**src/rtl/ps2_pkg.sv**
```systemverilog
// Shared PS/2 receiver definitions: frame FSM states, frame constants,
// the scan-code byte type and the prefix codes the matrix decoder looks for.
package ps2_pkg;

  typedef enum logic [1:0] {
    IDLE   = 2'd0,
    DATA   = 2'd1,
    PARITY = 2'd2,
    STOP   = 2'd3
  } ps2_state_e;

  localparam logic START_BIT = 1'b0;
  localparam logic STOP_BIT  = 1'b1;
  localparam int   DATA_BITS = 8;

  typedef logic [DATA_BITS-1:0] scan_code_t;

  localparam scan_code_t PREFIX_EXT   = 8'hE0;
  localparam scan_code_t PREFIX_BREAK = 8'hF0;

  // A frame is good when the data byte and its parity bit hold an odd number of ones
  function automatic logic odd_parity_ok(input scan_code_t data, input logic par);
    return ^{data, par};
  endfunction

endpackage

```
**src/rtl/ps2_sync_filter.sv**
```systemverilog
// Brings one raw PS/2 line into the clk domain and rejects short glitches:
// the filtered output only follows the synchronised line once the new level
// has been seen for FILTER_LEN consecutive cycles. Idles high like the bus.
module ps2_sync_filter #(
  parameter int FILTER_LEN = 8
) (
  input  logic clk,
  input  logic reset,
  input  logic line_i,
  output logic line_o
);

  localparam int CW = (FILTER_LEN > 1) ? $clog2(FILTER_LEN) : 1;

  logic [1:0]    sync_q;
  logic          filt_q, filt_d;
  logic [CW-1:0] cnt_q, cnt_d;

  // Two-flop synchroniser for the asynchronous line
  always_ff @(posedge clk) begin
    if (reset) sync_q <= 2'b11;
    else       sync_q <= {sync_q[0], line_i};
  end

  // Count consecutive samples that disagree with the filtered level; flip once enough agree
  always_comb begin
    filt_d = filt_q;
    cnt_d  = '0;
    if (sync_q[1] != filt_q) begin
      if (cnt_q == CW'(FILTER_LEN - 1)) filt_d = sync_q[1];
      else                              cnt_d  = cnt_q + 1'b1;
    end
  end

  // Filter state registers
  always_ff @(posedge clk) begin
    if (reset) begin
      filt_q <= 1'b1;
      cnt_q  <= '0;
    end else begin
      filt_q <= filt_d;
      cnt_q  <= cnt_d;
    end
  end

  assign line_o = filt_q;

endmodule

```
**src/rtl/ps2_rx_fifo.sv**
```systemverilog
// PS/2 device-to-host receiver: conditions both lines, deserialises 11-bit
// frames on falling PS/2 clock edges, validates start/parity/stop, aborts
// stalled frames, and queues good scan codes for the keyboard-matrix decoder.
module ps2_rx_fifo
  import ps2_pkg::*;
#(
  parameter int FIFO_DEPTH     = 8,
  parameter int FILTER_LEN     = 8,
  parameter int TIMEOUT_CYCLES = 28000
) (
  input  logic       clk,
  input  logic       reset,
  input  logic       ps2_clk_i,
  input  logic       ps2_data_i,
  input  logic       rx_read,
  output logic [7:0] rx_scan_code,
  output logic       rx_data_ready,
  output logic       rx_error,
  output logic       rx_overflow
);

  localparam int AW  = $clog2(FIFO_DEPTH);
  localparam int TW  = $clog2(TIMEOUT_CYCLES);
  localparam int BCW = $clog2(DATA_BITS);

  logic clk_filt, data_filt, clk_prev_q, fall;

  ps2_sync_filter #(.FILTER_LEN(FILTER_LEN)) u_clk_filter (
    .clk(clk), .reset(reset), .line_i(ps2_clk_i), .line_o(clk_filt)
  );

  ps2_sync_filter #(.FILTER_LEN(FILTER_LEN)) u_data_filter (
    .clk(clk), .reset(reset), .line_i(ps2_data_i), .line_o(data_filt)
  );

  // Remember the previous filtered clock so a 1->0 step gives a single-cycle strobe
  always_ff @(posedge clk) begin
    if (reset) clk_prev_q <= 1'b1;
    else       clk_prev_q <= clk_filt;
  end

  assign fall = clk_prev_q & ~clk_filt;

  ps2_state_e     state_q, state_d;
  logic [BCW-1:0] bit_cnt_q, bit_cnt_d;
  scan_code_t     sr_q, sr_d;
  logic           par_q, par_d;
  logic [TW-1:0]  tmo_q, tmo_d;
  logic           err_q, err_d;
  logic           push;

  // Frame FSM and inactivity timeout; a stalled frame is dropped with an error pulse
  always_comb begin
    state_d   = state_q;
    bit_cnt_d = bit_cnt_q;
    sr_d      = sr_q;
    par_d     = par_q;
    tmo_d     = tmo_q;
    err_d     = 1'b0;
    push      = 1'b0;
    if (fall) begin
      tmo_d = '0;
      case (state_q)
        IDLE: begin
          if (data_filt == START_BIT) begin
            state_d   = DATA;
            bit_cnt_d = '0;
          end
        end
        DATA: begin
          sr_d = {data_filt, sr_q[DATA_BITS-1:1]};
          if (bit_cnt_q == BCW'(DATA_BITS - 1)) state_d   = PARITY;
          else                                  bit_cnt_d = bit_cnt_q + 1'b1;
        end
        PARITY: begin
          par_d   = data_filt;
          state_d = STOP;
        end
        STOP: begin
          state_d = IDLE;
          if (data_filt == STOP_BIT && odd_parity_ok(sr_q, par_q)) push  = 1'b1;
          else                                                      err_d = 1'b1;
        end
        default: state_d = IDLE;
      endcase
    end else if (state_q == IDLE) begin
      tmo_d = '0;
    end else if (tmo_q == TW'(TIMEOUT_CYCLES - 1)) begin
      tmo_d   = '0;
      state_d = IDLE;
      err_d   = 1'b1;
    end else begin
      tmo_d = tmo_q + 1'b1;
    end
  end

  // Frame FSM registers
  always_ff @(posedge clk) begin
    if (reset) begin
      state_q   <= IDLE;
      bit_cnt_q <= '0;
      sr_q      <= '0;
      par_q     <= 1'b0;
      tmo_q     <= '0;
      err_q     <= 1'b0;
    end else begin
      state_q   <= state_d;
      bit_cnt_q <= bit_cnt_d;
      sr_q      <= sr_d;
      par_q     <= par_d;
      tmo_q     <= tmo_d;
      err_q     <= err_d;
    end
  end

  scan_code_t  mem_q [FIFO_DEPTH];
  logic [AW-1:0] wr_q, rd_q;
  logic [AW:0]   count_q;
  scan_code_t    scan_q;
  logic          ovf_q;
  logic          do_pop, do_push;

  // A pop while full frees the slot for a simultaneous push; a pop on empty is ignored
  always_comb begin
    do_pop  = rx_read && (count_q != '0);
    do_push = push && ((count_q != (AW+1)'(FIFO_DEPTH)) || do_pop);
  end

  // Scan-code storage; contents need no reset because count gates every read
  always_ff @(posedge clk) begin
    if (do_push) mem_q[wr_q] <= sr_q;
  end

  // FIFO pointers, occupancy, held output byte and sticky overflow flag
  always_ff @(posedge clk) begin
    if (reset) begin
      wr_q    <= '0;
      rd_q    <= '0;
      count_q <= '0;
      scan_q  <= '0;
      ovf_q   <= 1'b0;
    end else begin
      if (do_push) wr_q <= wr_q + 1'b1;
      if (do_pop) begin
        rd_q   <= rd_q + 1'b1;
        scan_q <= mem_q[rd_q];
      end
      if (do_push && !do_pop)      count_q <= count_q + 1'b1;
      else if (!do_push && do_pop) count_q <= count_q - 1'b1;
      if (push && !do_push) ovf_q <= 1'b1;
    end
  end

  assign rx_scan_code  = scan_q;
  assign rx_data_ready = (count_q != '0);
  assign rx_error      = err_q;
  assign rx_overflow   = ovf_q;

endmodule

```
**config.mk**
```make
export PLATFORM = sky130hd
export DESIGN_NAME = ps2_rx_fifo
export DESIGN_NICKNAME = d
export VERILOG_FILES = /design/src/rtl/ps2_pkg.sv /design/src/rtl/ps2_sync_filter.sv /design/src/rtl/ps2_rx_fifo.sv
export SDC_FILE = /design/constraint.sdc
export NUM_CORES = 1
export LEC_CHECK = 0
export BUFFER_PORTS_ARGS = -buffer_cell sky130_fd_sc_hd__buf_2
export CAP_MARGIN = 20
export CORE_MARGIN = 3
export CORE_UTILIZATION = 63
export CTS_CLUSTER_DIAMETER = 100
export DETAILED_ROUTE_END_ITERATION = 8
export GPL_TIMING_DRIVEN = 0
export PLACE_DENSITY = 0.86
export SETUP_SLACK_MARGIN = 0.1
export SYNTH_ARGS = -nofsm -noshare
export SYNTH_HDL_FRONTEND = slang
export SYNTH_SLANG_ARGS = --single-unit
```
**constraint.sdc**
```tcl
create_clock -name clk -period 6 [get_ports clk]
set_clock_uncertainty 0.1 [all_clocks]
set_input_delay 0 -clock clk [delete_from_list [all_inputs] [get_ports clk]]
set_output_delay 0 -clock clk [all_outputs]
set_load 0.005 [all_outputs]
```
# Word-level counts from Yosys, hierarchy flattened
# Memory sizes are Yosys's and may differ from the RTL's. A register that Yosys moved wholly into a read port is not among the register bits.
# Cells that the tools add are included.
dict set report op_classes {
  add_sub_neg 8
  n_eq_ne 14
  muxes 21
  n_bitwise 4
  n_reduce_logical 24
}
# cell n
set op_table {}
lappend op_table {{15-bit by 1-bit adder with 15-bit output (second input constant)} 1}
lappend op_table {{3-bit by 1-bit adder with 3-bit output (second input constant)} 5}
lappend op_table {{15-bit equality test (second input constant)} 1}
lappend op_table {{1-bit two-way mux} 10}
lappend op_table {{2-bit two-way mux} 5}
lappend op_table {{3-bit equality test (second input constant)} 3}
lappend op_table {{9-bit XOR reduction} 1}
lappend op_table {{4-bit two-way mux} 2}
lappend op_table {{2-bit one-hot mux with 4 select lines} 1}
lappend op_table {{2-bit AND reduction} 4}
lappend op_table {{4-bit AND reduction} 2}
lappend op_table {{1-bit logical AND} 6}
lappend op_table {{3-bit two-way mux} 2}
lappend op_table {{2-bit != test (second input constant)} 3}
lappend op_table {{3-bit one-hot mux with 2 select lines} 1}
lappend op_table {{2-bit nonzero test} 3}
lappend op_table {{3-bit OR reduction} 2}
lappend op_table {{4-bit by 1-bit adder with 4-bit output (second input constant)} 1}
lappend op_table {{2-bit equality test (second input constant)} 2}
lappend op_table {{4-bit != test (second input constant)} 1}
lappend op_table {{4-bit nonzero test} 1}
lappend op_table {{4-bit OR reduction} 1}
lappend op_table {{4-bit by 1-bit subtractor with 4-bit output (second input constant)} 1}
lappend op_table {{3-bit != test (second input constant)} 1}
lappend op_table {{7 further kinds} 11}
dict set report totals {
  regBits 54
  ramBits 64
  input_bits 5
  output_inout_bits 11
  wordCells 89
  n_memories 1
}
# memory depth word_bits read_ports rd_clocked_by_memory_dff write_ports line
set mem_list {}
lappend mem_list {mem_q 8 8 1 1 1 ps2_rx_fifo.sv:116} ;# scan_code_t mem_q [FIFO_DEPTH];

# Depth between registers and ports, before layout
# Gate-level depths: netlist of run 1.
dict set report logic_depth {
  ltp_word 10
  ltp_mapped 13
  ltp_nobuf 13
}

# Cells and area by module
# A second synthesis of run 1 with hierarchy kept.
dict set report unflattened {
  cells_unflattened 382
  area_unflattened_um2 5142.4
}
# module n_inst cells_per_inst area_per_inst_um2
set by_module_without_submodules {}
lappend by_module_without_submodules {ps2_rx_fifo 1 350 4729.5}
lappend by_module_without_submodules {ps2_sync_filter 2 16 206.4}

# Worst setup path after synthesis of run 1
# No wires, ideal clock.
dict set report synth_timing {
  kind {reg2reg}
  start {register sr_q[2]}
  end {register count_q[3]}
  setup_ps 70
  arrival_time_ps 2834
  required_time_ps 5830
  setup_slack_ps 2996
  stages_incl_launch_ff 14
  synth_period_minus_slack_ps 3004
  path_cell_list {dfxtp_1 > xor2_1 > xnor3_1 > mux2i_4 > nand3_2 > inv_2 > ha_1 > inv_1 > ha_1 > a21o_1 > a21oi_1 > xnor2_1 > or3_1 > a21oi_1}
}
dict set report synth_between {
  elab_chain_len 9
}
# element line
set synth_rtl {}
lappend synth_rtl {{start: declaration} ps2_rx_fifo.sv:46} ;# scan_code_t sr_q, sr_d;
lappend synth_rtl {{start signal: assignment} ps2_rx_fifo.sv:109} ;# sr_q <= sr_d;
lappend synth_rtl {{9-bit XOR reduction (*)} ps2_pkg.sv:23} ;# return ^{data, par};
lappend synth_rtl {{1-bit logical AND (*)} ps2_rx_fifo.sv:81} ;# if (data_filt == STOP_BIT && odd_parity_ok(sr_q, par_q)) push = 1'b1;
lappend synth_rtl {{1-bit two-way mux (*)} ps2_rx_fifo.sv:81}
lappend synth_rtl {{1-bit two-way mux (*)} ps2_rx_fifo.sv:63} ;# case (state_q)
lappend synth_rtl {{1-bit two-way mux (*)} ps2_rx_fifo.sv:61} ;# if (fall) begin
lappend synth_rtl {{1-bit logical AND (*)} ps2_rx_fifo.sv:126} ;# do_push = push && ((count_q != (AW+1)'(FIFO_DEPTH)) || do_pop);
lappend synth_rtl {{via do_push} ps2_rx_fifo.sv:121} ;# logic do_pop, do_push;
lappend synth_rtl {{1-bit logical NOT} ps2_rx_fifo.sv:149} ;# else if (!do_push && do_pop) count_q <= count_q - 1'b1;
lappend synth_rtl {{1-bit logical AND} ps2_rx_fifo.sv:149}
lappend synth_rtl {{2-bit nonzero test (no line)} -}
lappend synth_rtl {{end signal: assignment} ps2_rx_fifo.sv:148} ;# if (do_push && !do_pop) count_q <= count_q + 1'b1;
lappend synth_rtl {{end signal: assignment} ps2_rx_fifo.sv:149}
lappend synth_rtl {{end: declaration} ps2_rx_fifo.sv:118} ;# logic [AW:0] count_q;
# The timed path passes the listed nets; every way through them passes the cells marked *.
# A chain may end at the register's enable or synchronous reset.

# Worst setup path in the final report of run 1
dict set report layout_timing {
  start {register sr_q[1]}
  end {register count_q[3]}
}
# The elaborated chain is that of the path after synthesis.

==> flow_summary.json, run 1 <==
{
  "final.setup.tns_ns": 0,
  "detailedPlace.worstSlack_ns": 2.66,
  "max_stage_delay_ns": 0.57,
  "yosys.area_share.simple": 0.131,
  "power_uw": 2410,
  "dp_hpwl_um": 6720,
  "ys_types": 47,
  "drv_cap": 0,
  "antenna_found_initial": 0,
  "startpoint_type": "flip-flop",
  "drive_above_1_share": 0.178,
  "p_leak_uw": 0.00214,
  "ys_top_cells_by_count": "64 x edfxtp_1, 62 x dfxtp_1, 34 x nor2_1",
  "ys_ff_latch": 126,
  "dieArea_um2": 9320,
  "post_cts_buffers": 0,
  "n_antenna_cell": 0,
  "finalSetupViolations": 0,
  "fin_area_um2": 6050,
  "vias": 3376,
  "grtUsageTotal": 0.266,
  "min_period_ns": 3.43,
  "synthTopCellsByArea": "edfxtp_1 37%, dfxtp_1 24%, mux4_2 7.0%",
  "netlist_instances": 398,
  "period_share": 0.572,
  "timing_max_transition_violations_final": 0,
  "cts_made_buffers": 17,
  "nets": 463,
  "grt_first_pass_wirelength_um": 17600,
  "io_pins": 16,
  "die_h_um": 96.5,
  "initial_core_util": 0.658,
  "gp_congestion": 0.758,
  "synth_mux_area_frac": 0.0986,
  "cp_max_fo": 11,
  "ys_seq_area_frac": 0.613,
  "dr.pass1.iters": 5,
  "root_buffer": "clkbuf_8",
  "avgViaCountPerCell": 6.07,
  "yosysMostFrequentCell": "edfxtp_1",
  "ir_drop_v": 0.000197,
  "clk_pin_slew_ns": 0.06,
  "critPathKind": "reg2reg",
  "fin_cells": 556,
  "powerDensity_nw_per_um2": 398,
  "async_reset_ff_frac": 0,
  "drt-initial-drc-count": 258,
  "rows": 32,
  "ys_warn_count": 0,
  "cts_tree": "yes",
  "rsz0062_at_grt": "no",
  "synth_xor_area_frac": 0.0444,
  "fp.dieW_um": 96.5,
  "synth_compound_area_frac": 0.0497,
  "synthFlopType": "edfxtp_1",
  "max_slew_margin": 0.344,
  "drt-wirelength-per-cell_um": 19.8,
  "routed_wl_um": 11000,
  "drcViolationCount": 0,
  "synth.avg_cell_area_um2": 13.0,
  "grt_pass1_vias": 3449,
  "clk_path_buf_depth": 2,
  "place_area_um2": 5400,
  "tightest_slew_ns": 0.981,
  "antenna_left": 0,
  "synth_top_area_share": 0.372,
  "synth.net_count": 420,
  "crit_path_end_kind": "flip-flop",
  "io_buffers": 15,
  "synthAdderAreaFrac": 0.0427,
  "h-tree-depth": 4,
  "cp.arrival_ns": 3.77,
  "crit_path_top_delay_cell": "dfxtp_1",
  "grt_overflow": 0,
  "area_growth_pct": 17.2,
  "syn_area_um2": 5160,
  "crit_chain": "xor2_1, xnor3_1, mux2i_4, nand3_2, inv_2, ha_1, inv_1, ha_1, a21o_1, a21oi_1, xnor2_1, or3_1, a21oi_1",
  "outcome": "finished, final reports clean",
  "synth_top_family_by_area": "simple AND/OR/NAND/NOR gates",
  "synth_edf_count": 64,
  "fin_ws_ns": 2.57,
  "cts.sinks": 126,
  "hp-class": "in2reg",
  "clock_latency_ns": 0.52,
  "grt_start_max_net_pins": 17,
  "final-hold-violation-count": 0,
  "synth_top_area_cell": "edfxtp_1",
  "dp.cells": 520,
  "fmax_mhz": 292,
  "worstPathRequired_ns": 6.35,
  "core_um2": 7850
}
==> through the flow <==
stage	utilization	hold WS, ns
floorplan	-	0.00381
detailed placement	0.688	0.0874
finish	0.771	0.0910
CTS	0.771	0.0786
global route	0.771	0.108
global placement	0.684	0.0866
==> sequential cells by signal, indices dropped and copies added (netlist names) <==
name                  count
bit_cnt_q                 3
clk_prev_q                1
count_q                   4
mem_q                    64
par_q                     1
rd_q                      3
rx_error                  1
rx_overflow               1
rx_scan_code              8
sr_q                      8
state_q                   2
tmo_q                    15
u_clk_filter.cnt_q        3
u_clk_filter.line_o       1
u_clk_filter.sync_q       2
u_data_filter.cnt_q       3
u_data_filter.line_o      1
u_data_filter.sync_q      2
wr_q                      3
==> final timing paths <==
kind / start / to / slack, ns / depth (start not counted)
setup reg to reg: sr_q[1]$_SDFFE_PP0P_ / count_q[3]$_SDFFE_PP0P_ / 2.57 / 13
hold reg to reg: u_clk_filter.sync_q[0]$_SDFF_PP1_ / u_clk_filter.sync_q[1]$_SDFF_PP1_ / 0.31 / 1
hold / removal: ps2_data_i / u_data_filter.sync_q[0]$_SDFF_PP1_ / 0.09 / 3
setup / recovery: sr_q[1]$_SDFFE_PP0P_ / count_q[3]$_SDFFE_PP0P_ / 2.57 / 13
==> cell usage in the layout (no fill, tap or decap), types with 5 or more instances in the layout <==
master     instances
clkbuf_16         19
mux2i_1           10
nand3_1           16
clkbuf_1          13
edfxtp_1          64
nor3_1            10
a21oi_1           20
nor2b_1            8
a211oi_1           8
o21ai_0            8
ha_1              16
nand2_1           28
nor2_1            34
dfxtp_1           62
inv_1              8
nand2b_1           5
or2_2              5
buf_2             23
mux4_2            16
xor2_1             8
and2_1             6
xnor2_1           13
==> where the power goes <==
group	switching [uW]	internal (uW)	total, uW
clock network	360	677	1040
registers	31.2	944	975
logic	211	186	397
total	602	1810	2410
==> layer usage <==
metal / up-vias / GRT usage / part of all wire / wire length [um]
met2: 145 / 0.471 / 0.53 / 5830
met3: 34 / 0.0713 / 0.058 / 636
li1: 1546 / - / - / -
met1: 1651 / 0.299 / 0.38 / 4180
met4: 0 / 0.123 / 0.035 / 386
met5: - / 0 / 0 / 0
==> repair_timing <==
action / in CTS / in global routing
hold endpoints to repair: 11 / 0
hold buffers: 4 / 0
gates resized for setup: 0 / 0
==> logic make-up after synthesis <==
group / after synthesis
AO/OA/AOI/OAI: 43
XOR/XNOR: 23
adder cells (fa/ha/maj): 17
buffers and inverters: 26
flip-flops: 126
multiplexers: 29
AND/OR/NAND/NOR: 134
==> final cells by class <==
type,instances,area (um2)
Buffer,17,72.6
Sequential cell,126,3160
Fill cell,486,1800
Clock inverter,7,92.6
Multi-Input combinational cell,246,1900
Tap cell,102,128
Timing Repair Buffer,24,143
Clock buffer,25,518
Inverter,9,33.8
==> critical path, delay by kind of cell, from the launching register on <==
kind / cells / cell delay [ns]
AO/OA/AOI/OAI: 3 / 0.49
multiplexers: 1 / 0.29
XOR/XNOR: 3 / 0.74
AND/OR/NAND/NOR: 2 / 0.48
buffers and inverters: 2 / 0.23
flip-flops: 1 / 0.57
adder cells (fa/ha/maj): 2 / 0.48
Power figures use the tool's default switching activity.
==> inputs of run 2 (changes only) <==
--- a/config.mk
+++ b/config.mk
@@ -8,11 +8,11 @@
 export BUFFER_PORTS_ARGS = -buffer_cell sky130_fd_sc_hd__buf_2
 export CAP_MARGIN = 20
 export CORE_MARGIN = 3
-export CORE_UTILIZATION = 63
+export CORE_UTILIZATION = 61
 export CTS_CLUSTER_DIAMETER = 100
 export DETAILED_ROUTE_END_ITERATION = 8
 export GPL_TIMING_DRIVEN = 0
-export PLACE_DENSITY = 0.86
+export PLACE_DENSITY = 0.83
 export SETUP_SLACK_MARGIN = 0.1
 export SYNTH_ARGS = -nofsm -noshare
 export SYNTH_HDL_FRONTEND = slang
==> constraint.sdc (replaced) <==
create_clock -name clk -period 3.3 [get_ports clk]
set_clock_uncertainty 0.1 [all_clocks]
set_input_delay 0 -clock clk [delete_from_list [all_inputs] [get_ports clk]]
set_output_delay 0 -clock clk [all_outputs]
set_load 0.005 [all_outputs]
==> flow_summary.json, run 2 (synthesis gave the netlist of run 1 again) <==
{
  "max_stage_delay_ns": 0.48,
  "crit_start": "sr_q[1]$_SDFFE_PP0P_",
  "grtUsageMet3": 0.0600,
  "grtUsageTotal": 0.235,
  "ir_drop_v": 0.000374,
  "io_pins": 16,
  "top_usage_layer": "met2",
  "crit_buf_inv": 2,
  "io_buffers": 15,
  "clock_latency_ns": 0.52,
  "hp-class": "in2reg",
  "fmax_mhz": 325,
  "h-tree-depth": 4,
  "crit_path_end_kind": "flip-flop",
  "max_slew_margin": 0.357,
  "dr.pass1.iters": 5,
  "cp.arrival_ns": 3.42,
  "layout_common_cells": "64 x edfxtp_1, 54 x dfxtp_1, 34 x nor2_1",
  "top_regs": "mem_q: 64 flops, tmo_q: 15 flops",
  "worstHoldPathCells": 3,
  "crit_path_top_delay_cell": "xnor3_2",
  "fp.dieW_um": 98.0,
  "final-hold-violation-count": 0,
  "drive_above_1_share": 0.215,
  "startpoint_type": "flip-flop",
  "multi_input_area_um2": 1920,
  "netSwitchingFraction": 0.248,
  "root_buffer": "clkbuf_8",
  "ff2ff_path_depth": 13,
  "antenna_left": 0,
  "rows": 32,
  "power_frac_seq": 0.411,
  "drt-initial-drc-count": 218,
  "grt_use_met1": 0.288,
  "n_antenna_cell": 0,
  "gp_congestion": 0.829,
  "dp.cells": 520,
  "fillers": 457,
  "initial_core_util": 0.648,
  "power_uw": 4310,
  "drv_cap": 0,
  "min_period_ns": 3.08,
  "clk_pin_slew_ns": 0.05,
  "vias": 3284,
  "hold_start": "ps2_clk_i",
  "pwr-share-clk": 0.419,
  "crit_chain": "xor2_1, xnor3_2, mux2i_4, nand3_4, inv_2, ha_1, inv_1, ha_1, a21o_1, a21oi_2, xnor2_1, or3_1, a21oi_1",
  "outcome": "finished, final reports clean",
  "cp_max_fo": 5,
  "cts_made_buffers": 17,
  "period_share": 0.933,
  "p_leak_uw": 0.00218,
  "critPathKind": "reg2reg",
  "rsz0062_at_grt": "no",
  "power.switching_uw": 1070,
  "clk_path_buf_depth": 2,
  "path_depth": 13,
  "core_um2": 7970,
  "regArea_um2": 3190,
  "grtUsageMet2": 0.387,
  "grt_start_max_net_pins": 17,
  "powerDensity_nw_per_um2": 703,
  "grt_overflow": 0,
  "routed_wl_um": 10600,
  "crit_family": "XOR/XNOR gates",
  "rr_endpoint": "count_q[3]$_SDFFE_PP0P_",
  "r2r-start": "sr_q[1]$_SDFFE_PP0P_",
  "grt_first_pass_wirelength_um": 17100,
  "tightest_slew_ns": 0.961,
  "area_growth_pct": 18.8,
  "nets": 470,
  "timing_max_transition_violations_final": 0,
  "cts.sinks": 126,
  "intPower_uw": 3240,
  "place_area_um2": 5410,
  "final_common_cell": "edfxtp_1",
  "combPwrFrac": 0.170,
  "largest_register": "mem_q",
  "drt-wirelength-per-cell_um": 18.8,
  "antenna_found_initial": 0,
  "fin_area_um2": 6130,
  "dp_hpwl_um": 6340,
  "r2r_setup_slack_ns": 0.22,
  "grt_pass1_vias": 3320,
  "die_h_um": 98.0,
  "cp_common_cell": "ha_1",
  "fin_cells": 563,
  "cts_tree": "yes",
  "crit_end": "count_q[3]$_SDFFE_PP0P_",
  "largest_register_ffs": 64,
  "dieArea_um2": 9600,
  "avgViaCountPerCell": 5.83,
  "finalSetupViolations": 0,
  "worstPathRequired_ns": 3.64,
  "drcViolationCount": 0
}
[run 2: worst min path at each step]
stage,endpoint,slack [ns]
after floorplan,u_clk_filter.sync_q[0]$_SDFF_PP1_,0.004
final,u_clk_filter.sync_q[0]$_SDFF_PP1_,0.11
after global routing,u_clk_filter.sync_q[0]$_SDFF_PP1_,0.10
after global placement,u_data_filter.sync_q[0]$_SDFF_PP1_,0.08
after detailed placement,u_data_filter.sync_q[0]$_SDFF_PP1_,0.09
after CTS,u_data_filter.sync_q[0]$_SDFF_PP1_,0.08
[run 2: layout make-up]
cell class,count,area share
plain buffers,17,0.0124
clock buffers,26,0.0814
clock inverters,6,0.0133
inverters,9,0.00551
multi-input cells,246,0.313
flip-flops and latches,126,0.520
well taps,102,0.0208
repair buffers,31,0.0335
[run 2: timing repair]
item	CTS	global route
buffers inserted	2	5
endpoints found under the setup margin	1	1
endpoints found under the hold margin	12	0
hold buffers	4	0
pin swaps	1	1
gates resized for setup	11	10
[run 2: layer usage]
layer	wire (um)	part of all wire
met1	4250	0.40
met2	5480	0.52
met3	525	0.050
met4	305	0.029
met5	0	0
[run 2: metrics by stage]
stage / setup TNS, ns / setup slack (ns) / hold slack [ns] / utilization
after floorplan: 0 / 0.296 / 0.00381 / -
after global placement: -1.22 / -0.153 / 0.0831 / 0.673
after detailed placement: -0.0524 / -0.0524 / 0.0925 / 0.679
after CTS: 0 / 0.146 / 0.0841 / 0.761
after global routing: 0 / 0.0827 / 0.101 / 0.769
final: 0 / 0.220 / 0.114 / 0.769
[run 2: power by group through the flow]
stage	Clock [uW]	Sequential (uW)	Combinational (uW)
after CTS	1830	1770	720
after detailed placement	0	1810	695
after floorplan	0	1800	504
after global placement	0	1800	665
final	1810	1770	731
after global routing	1900	1780	809
[run 2: worst reg2reg max path, delay by kind of cell, from the launching register on]
kind	cells	cell delay [ns]
mux	1	0.22
simple gates	2	0.45
flops	1	0.37
compound gates	3	0.50
fa+ha+maj	2	0.46
buf+inv	2	0.18
xor+xnor	3	0.72
==> inputs of run 3 (changes only) <==
--- a/config.mk
+++ b/config.mk
@@ -14,6 +14,7 @@
 export GPL_TIMING_DRIVEN = 0
 export PLACE_DENSITY = 0.83
 export SETUP_SLACK_MARGIN = 0.1
+export SLEW_MARGIN = 20
 export SYNTH_ARGS = -nofsm -noshare
 export SYNTH_HDL_FRONTEND = slang
 export SYNTH_SLANG_ARGS = --single-unit
==> constraint.sdc (replaced) <==
create_clock -name clk -period 3.1 [get_ports clk]
set_clock_uncertainty 0.1 [all_clocks]
set_input_delay 0 -clock clk [delete_from_list [all_inputs] [get_ports clk]]
set_output_delay 0 -clock clk [all_outputs]
set_load 0.005 [all_outputs]
==> flow_summary.json, run 3 (synthesis gave the netlist of run 1 again) <==
{
  "outcome": "finished with violations",
  "violations": "hold timing",
  "grt_first_pass_wirelength_um": 16800,
  "crit_chain": "xnor2_2, xnor3_2, mux2i_4, nand3_4, inv_4, ha_4, inv_4, ha_4, a21o_1, a21oi_2, xnor2_2, or3_4, a21oi_2",
  "rows": 32,
  "fillers": 456,
  "vias": 3289,
  "multi_input_area_um2": 1990,
  "dr.pass1.iters": 5,
  "fmax_mhz": 341,
  "detailedPlace.worstSlack_ns": -0.218,
  "cp.arrival_ns": 3.29,
  "power_uw": 4780,
  "root_buffer": "clkbuf_8",
  "grt_start_max_net_pins": 17,
  "routed_wl_um": 10300,
  "fin_ws_ns": 0.163,
  "ir_drop_v": 0.000522,
  "p_leak_uw": 0.00217,
  "antenna_left": 0,
  "dp.cells": 516,
  "drt-wirelength-per-cell_um": 18.4,
  "timing_max_transition_violations_final": 0,
  "timing.hold.ws_ns": -0.000806,
  "cp_max_fo": 3,
  "final_common_cell": "edfxtp_1",
  "cts_tree": "yes",
  "io_pins": 16,
  "dp_hpwl_um": 6200,
  "nets": 467,
  "startpoint_type": "flip-flop",
  "finalSetupViolations": 0,
  "area_growth_pct": 20.5,
  "grtUsageTotal": 0.228,
  "io_buffers": 15,
  "largest_register_ffs": 64,
  "initial_core_util": 0.648,
  "rsz0062_at_grt": "yes",
  "ff2ff_path_depth": 13,
  "fin_area_um2": 6220,
  "drive_above_1_share": 0.249,
  "max_slew_margin": 0.391,
  "gp_congestion": 0.846,
  "crit_path_top_delay_cell": "xnor3_2",
  "layout_common_cells": "64 x edfxtp_1, 54 x dfxtp_1, 34 x nor2_1",
  "final-hold-violation-count": 1,
  "die_h_um": 98.0,
  "place_area_um2": 5400,
  "max_stage_delay_ns": 0.48,
  "largest_register": "mem_q",
  "tightest_slew_ns": 0.910,
  "core_um2": 7970,
  "grt_pass1_vias": 3408,
  "min_period_ns": 2.94,
  "fin_cells": 560,
  "top_regs": "mem_q: 64 flops, tmo_q: 15 flops",
  "clk_path_buf_depth": 2,
  "hp-class": "in2reg",
  "worstHoldPathCells": 5,
  "period_share": 0.947,
  "grt_overflow": 0,
  "r2r_setup_slack_ns": 0.16,
  "dieArea_um2": 9600,
  "drt-initial-drc-count": 198,
  "antenna_found_initial": 0,
  "cts_made_buffers": 17,
  "n_antenna_cell": 0,
  "crit_path_end_kind": "flip-flop",
  "cts.sinks": 126,
  "drcViolationCount": 0,
  "clock_latency_ns": 0.52,
  "clk_pin_slew_ns": 0.06,
  "powerDensity_nw_per_um2": 768,
  "regArea_um2": 3190,
  "critPathKind": "reg2reg",
  "worstPathRequired_ns": 3.45,
  "drv_cap": 0,
  "fp.dieW_um": 98.0,
  "avgViaCountPerCell": 5.87,
  "h-tree-depth": 4
}
-- run 3: cell types whose count changed in the layout (fill, tap and decap cells not counted), moves of 3 or more --
cell / previous run / this run
clkbuf_1: 13 / 8
clkbuf_8: 4 / 1
clkinv_4: 0 / 5
inv_6: 0 / 3
nor3_1: 10 / 6
nor3_2: 0 / 4
-- run 3: layout make-up --
type	count	area share
Sequential cell	126	0.512
Multi-Input combinational cell	246	0.320
Clock inverter	15	0.0338
Tap cell	102	0.0205
Clock buffer	17	0.0666
Timing Repair Buffer	28	0.0286
Buffer	17	0.0123
Inverter	9	0.00623
-- run 3: routing by layer --
layer	vias up	global-route usage	share of wire
li1	1564	-	-
met1	1595	0.280	0.41
met2	109	0.380	0.51
met3	21	0.0607	0.053
met4	0	0.100	0.024
met5	-	0	0
-- run 3: final timing paths --
kind,startpoint,to
worst max-delay path,sr_q[4]$_SDFFE_PP0P_,count_q[3]$_SDFFE_PP0P_
worst min-delay path,rx_read,rx_scan_code[3]$_SDFFE_PP0P_
worst max register to register,sr_q[4]$_SDFFE_PP0P_,count_q[3]$_SDFFE_PP0P_
worst min register to register,u_clk_filter.sync_q[0]$_SDFF_PP1_,u_clk_filter.sync_q[1]$_SDFF_PP1_
-- run 3: repair_timing --
action                                  4_1_cts  5_1_grt
endpoints found under the setup margin        2        8
gates resized for setup                      16       14
endpoints found under the hold margin        10        0
hold buffers                                  3        0
setup buffers                                 4        5
pin swaps                                     2        9
-- run 3: worst max-delay path, delay by kind of cell, from the launching register on --
kind,cells,cell delay [ns]
mux,1,0.22
flops,1,0.35
fa+ha+maj,2,0.35
buf+inv,2,0.14
xor+xnor,3,0.75
simple gates,2,0.48
compound gates,3,0.46
-- run 3: where the power goes --
part	switching [uW]	internal, uW	leakage (uW)
clock	757	1320	0.000299
combinational	406	408	0.000773
sequential	70.9	1820	0.00110
-- run 3: through the flow --
step           utilization  setup TNS, ns
6_report             0.781              0
5_1_grt              0.781              0
4_1_cts              0.769              0
3_5_place_dp         0.678         -0.218
3_3_place_gp         0.674          -2.09
2_1_floorplan            -              0
